==> src/rtl/fetch_queue.sv <==
// Instruction-fetch front end: credit-limited requests to in-order imem,
// a small FIFO toward ID, redirect flush with stale-response discard.
module fetch_queue #(
   parameter int unsigned DEPTH     = 4,
   parameter logic [31:0] RESET_PC  = 32'h0,
   parameter logic [31:0] HALT_WORD = 32'hffffffff
) (
   input  logic        clk,
   input  logic        reset,
   output logic        imem_req,
   output logic [31:0] imem_addr,
   input  logic        imem_rvalid,
   input  logic [31:0] imem_rdata,
   input  logic        id_stall,
   input  logic        redirect,
   input  logic [31:0] redirect_pc,
   output logic        instr_valid,
   output logic [31:0] instr,
   output logic [31:0] pc_plus4,
   output logic        halted
);

   localparam int unsigned AW = $clog2(DEPTH);
   localparam int unsigned CW = AW + 1;

   typedef struct packed {
      logic [31:0] instr;
      logic [31:0] addr;
   } entry_t;

   entry_t        r_mem [DEPTH];
   logic [AW-1:0] r_wptr;
   logic [AW-1:0] r_rptr;
   logic [CW-1:0] r_count;
   logic [CW-1:0] r_out;
   logic [CW-1:0] r_discard;
   logic [31:0]   r_fetch_pc;
   logic [31:0]   r_resp_pc;
   logic          r_halted;
   logic          r_seen;

   logic          w_push;
   logic          w_pop;
   logic [CW:0]   w_credit;
   logic [CW-1:0] w_out_nxt;
   logic [31:0]   w_redir_pc;

   assign w_credit   = {1'b0, r_count} + {1'b0, r_out};
   assign w_redir_pc = {redirect_pc[31:2], 2'b00};

   assign imem_req  = !reset && !redirect && !r_halted
                      && (w_credit < (CW+1)'(DEPTH));
   assign imem_addr = r_fetch_pc;

   assign w_push = !reset && !redirect && imem_rvalid
                   && (r_discard == '0);
   assign w_pop  = instr_valid && !id_stall && !redirect;

   always_comb begin
      w_out_nxt = r_out;
      if (imem_req && !imem_rvalid && r_out != CW'(DEPTH))
         w_out_nxt = r_out + CW'(1);
      else if (!imem_req && imem_rvalid && r_out != '0)
         w_out_nxt = r_out - CW'(1);
   end

   always_ff @(posedge clk) begin
      if (reset) begin
         r_wptr     <= '0;
         r_rptr     <= '0;
         r_count    <= '0;
         r_out      <= '0;
         r_discard  <= '0;
         r_fetch_pc <= RESET_PC;
         r_resp_pc  <= RESET_PC;
         r_halted   <= 1'b0;
         r_seen     <= 1'b0;
      end else begin
         r_out <= w_out_nxt;
         if (redirect) begin
            r_wptr     <= '0;
            r_rptr     <= '0;
            r_count    <= '0;
            r_fetch_pc <= w_redir_pc;
            r_resp_pc  <= w_redir_pc;
            r_halted   <= 1'b0;
            // everything still in flight belongs to the old path
            r_discard  <= (imem_rvalid && r_out != '0)
                          ? r_out - CW'(1) : r_out;
         end else begin
            if (imem_req)
               r_fetch_pc <= r_fetch_pc + 32'd4;
            if (imem_rvalid && r_discard != '0)
               r_discard <= r_discard - CW'(1);
            if (w_push) begin
               r_wptr    <= r_wptr + AW'(1);
               r_resp_pc <= r_resp_pc + 32'd4;
               r_seen    <= 1'b1;
               if (imem_rdata == HALT_WORD)
                  r_halted <= 1'b1;
            end
            if (w_pop)
               r_rptr <= r_rptr + AW'(1);
            unique case ({w_push, w_pop})
               2'b10:   r_count <= r_count + CW'(1);
               2'b01:   r_count <= r_count - CW'(1);
               default: ;
            endcase
         end
      end
   end

   always_ff @(posedge clk) begin
      if (w_push)
         r_mem[r_wptr] <= '{instr: imem_rdata, addr: r_resp_pc};
   end

   assign instr_valid = (r_count != '0);
   assign instr       = r_seen ? r_mem[r_rptr].instr : '0;
   assign pc_plus4    = r_seen ? r_mem[r_rptr].addr + 32'd4 : '0;
   assign halted      = r_halted;

   a_no_overflow: assert property (@(posedge clk) disable iff (reset)
      !(w_push && r_count == CW'(DEPTH)));

endmodule

==> config.mk <==
export PLATFORM = sky130hd
export DESIGN_NAME = fetch_queue
export DESIGN_NICKNAME = d
export VERILOG_FILES = /design/src/rtl/fetch_queue.sv
export SDC_FILE = /design/constraint.sdc
export NUM_CORES = 1
export LEC_CHECK = 0
export ABC_AREA = 1
export ABC_CLOCK_PERIOD_IN_PS = 5400
export CAP_MARGIN = 20
export CORE_ASPECT_RATIO = 1.5
export CORE_UTILIZATION = 59
export CTS_BUF_LIST = sky130_fd_sc_hd__clkbuf_8
export DETAILED_ROUTE_END_ITERATION = 12
export PLACE_DENSITY = 0.84
export SYNTH_ARGS = -nofsm -noshare
export SYNTH_HDL_FRONTEND = slang
export SYNTH_SLANG_ARGS = --single-unit
==> constraint.sdc <==
create_clock -name clk -period 5.4 [get_ports clk]
set_input_delay 1.08 -clock clk [delete_from_list [all_inputs] [get_ports clk]]
set_output_delay 1.08 -clock clk [all_outputs]
set_load 0.1 [all_outputs]
==> impl_metrics.csv <==
group,metric,value,unit
timing,min_period,4800,ps
power_and_ir_drop,intPower,4070,uW
power_and_ir_drop,pwr-share-clk,35.4,%
yosys,synth_area,0.0161,mm2
floorplanning,fp-row-count,73,
timing,maxSlewViolCount,0,
worst_hold_path,hold_path_class,"register to register",
setup_path,path_max_fanout,53,
timing,hold_ws,465,ps
yosys,yosys_warnings,0,
clocking,cts_tree,"built",
grt,grt_pass1_vias,13894,
floorplanning,fp.coreArea,0.0267,mm2
route,wire_per_inst,18.7,um
placement,gp_congestion,0.987,
setup_path,crit_buf_inv,2,
yosys,syn_avg_cell_area,8.34,um2
setup_path,crit_chain,"buf_4, nor2_1, nor2_1, o21ai_0, nand2_1, ha_1, nand2_1, nor2_2, nand2_1, nor2_2, nor2_1, nor3_1, buf_12",
route,drt-initial-drc-count,1111,
finish,antenna_cells,0,
setup_path,slowest_delay,470,ps
finish,multi_input_area,0.00623,mm2
timing,skew,14.5,ps
setup_path,worst_setup_path_end_kind,"output port",
finish,nFillCells,2066,
clocking,path_clk_slew,70,ps
finish,ff_latch_area,0.00899,mm2
clocking,numCtsBuffers,46,
floorplanning,io-pin-count,168,
placement,port_buffers,161,
power_and_ir_drop,power_frac_comb,15.4,%
power_and_ir_drop,leakagePower,0.00738,uW
power_and_ir_drop,powerDensity,302,mW/mm2
yosys,synth_ff_type,"edfxtp_1",
status,status,"complete, no violations",
timing,tightest_slew,1050,ps
clocking,cts_setup_buffers,0,
setup_path,worstSetupPathType,"register to output port",
route,vias,13985,
yosys,synth_seq_cells,325,
yosys,ys_top_cells_by_area,"edfxtp_1, nand2_1, dfxtp_1",
clocking,insertion_delay,590,ps
grt,grtUsageTotal,33.0,%
timing,grt_setup_unrepaired,"false",
yosys,synth-async-reset-ratio,0,%
clocking,cts.sinks,325,
yosys,synth_top_area_share,46.3,%
timing,finalSetupViolCount,0,
route,postRouteAntennaNets,0,
power_and_ir_drop,swShare,29.1,%
yosys,synthCells,1929,
setup_path,critPathLaunchType,"register",
setup_path,crit_required,4320,ps
route,via_per_inst,5.69,
yosys,synth_edf_count,248,
finish,drive_gt1_share,7.88,%
finish,nets,2167,
placement,hpwl,31.1,mm
route,remaining_drc_errors,0,
power_and_ir_drop,ir_worst_vdd,0.194,mV
timing,setup_tns,0,ps
clocking,cts_root_buf,"clkbuf_8",
yosys,synth_top_cell_by_area,"edfxtp_1",
setup_path,cp.arrival,3720,ps
clocking,ctsHoldBuffers,0,
floorplanning,fp.dieW,137,um
floorplanning,dieArea,0.0280,mm2
finish,syn_to_final_growth,18.3,%
clocking,cts_resized,0,
route,first_pass_iters,7,
clocking,cts_max_level,2,
floorplanning,die_height,204,um
clocking,clock_tree.buffer_depth,3,
power_and_ir_drop,pwr-share-seq,49.2,%
floorplanning,initial_utilization,60.4,%
yosys,ys_seq_area_share,55.8,%
route,wl,45.9,mm
setup_path,slowest_stage,"buf_4",
run,maxCapViolCount,0,
placement,place_ws,1230,ps
timing,hold_viol_final,0,
setup_path,path_delay_family,"simple AND/OR/NAND/NOR gates",
grt,antenna_found_initial,0,
grt,grt_pass1_wl,69.8,mm
timing,fmax,209,MHz
timing,period_share,88.8,%
timing,setup_ws,604,ps
timing,relSlewSlack,29.5,%
yosys,ys_types,42,
grt,grt_max_degree,77,
grt,overflow,0,
power_and_ir_drop,switching_power,1670,uW
-- power by group through the flow --
stage	registers (uW)	logic, uW	clock network (uW)
after floorplan	2970	509	0
after global placement	2870	860	0
after detailed placement	2880	877	0
after CTS	2830	882	2050
after global routing	2830	939	2140
final	2830	883	2030
-- state kept, by name, summed over array words and instances (netlist names), named ones only --
name	count
r_mem	248
imem_addr	30
r_resp_pc	30
r_count	3
r_discard	3
r_out	3
r_rptr	2
r_wptr	2
halted	1
r_seen	1
-- cell usage in the layout (no fill, tap or decap), types with 59 or more instances in the layout --
master	Yosys	layout
nand2_1	558	558
nor2_1	323	319
edfxtp_1	248	248
inv_1	141	153
o21ai_0	133	133
nand3_1	111	111
a21oi_1	103	103
clkdlybuf4s50_1	0	97
dfxtp_1	77	75
buf_4	9	59
-- cells by family (layout without fill, tap and decap cells) --
kind of cell / after synthesis / after routing / synth area share [%]
AOI/OAI and AO/OA: 267 / 267 / 8.67
xor gates and xnor gates: 35 / 35 / 1.90
adders and majority gates: 16 / 16 / 1.29
buffers and inverters: 223 / 411 / 5.70
DFF: 325 / 325 / 55.8
other: 1 / 4 / 0.0233
and+or+nand+nor: 1062 / 1062 / 26.6
-- metrics by stage --
stage	area [um2]	utilization, %	total power, uW	cells
after detailed placement	18100	67.8	3760	2371
after global placement	18100	67.8	3730	2371
final	19000	71.4	5750	2457
after CTS	19000	71.4	5760	2457
after global routing	19000	71.4	5920	2457
after floorplan	16100	-	3480	1932
-- synthesized netlist by cell type (2+ instances only) --
master / instances
nand2_1: 558
nor2_1: 323
edfxtp_1: 248
inv_1: 141
o21ai_0: 133
nand3_1: 111
a21oi_1: 103
dfxtp_1: 77
nor3_1: 33
clkbuf_1: 29
xor2_1: 28
buf_2: 25
nand4_1: 22
ha_1: 15
a31oi_1: 14
buf_1: 13
buf_4: 9
xnor2_1: 7
nor2_2: 4
o211ai_1: 4
inv_2: 3
o21a_1: 3
a211oi_1: 2
and3_1: 2
buf_6: 2
nor3_2: 2
nor4_1: 2
o31ai_1: 2
-- layer usage --
metal / share of wire, % / vias up / track usage [%]
met4: 6.8 / 0 / 23.0
met3: 6.3 / 170 / 4.44
met2: 52 / 601 / 60.2
li1: - / 6692 / -
met5: 0 / - / 0
met1: 35 / 6522 / 34.3
-- layout make-up --
| class | count | area share (%) |
|---|---|---|
| Multi-Input combinational cell | 1384 | 32.7 |
| Inverter | 145 | 2.86 |
| Tap cell | 337 | 2.21 |
| Timing Repair Buffer | 180 | 9.87 |
| Clock buffer | 48 | 3.47 |
| Clock inverter | 38 | 1.62 |
| Sequential cell | 325 | 47.2 |
-- worst reg2reg max path, cell delays in order (launching register included) --
cell,delay (ps)
dfxtp_1,340
inv_1,70
ha_1,190
nand2_1,100
nor2_1,80
nand2_1,330
buf_4,320
ha_1,190
inv_1,80
fa_1,390
a21oi_1,160
o21ai_0,120
o21ai_0,170
a21oi_1,60
-- final timing paths --
check | slack [ps] | cells past startpoint | to | startpoint
max | 600 | 13 | pc_plus4[14] | register
min | 460 | 2 | register | r_rptr[1]
max reg2reg | 2680 | 13 | r_count[2] | r_discard[0]
min reg2reg | 460 | 2 | register | r_rptr[1]
No activity file was read; power rests on OpenSTA's default activity.
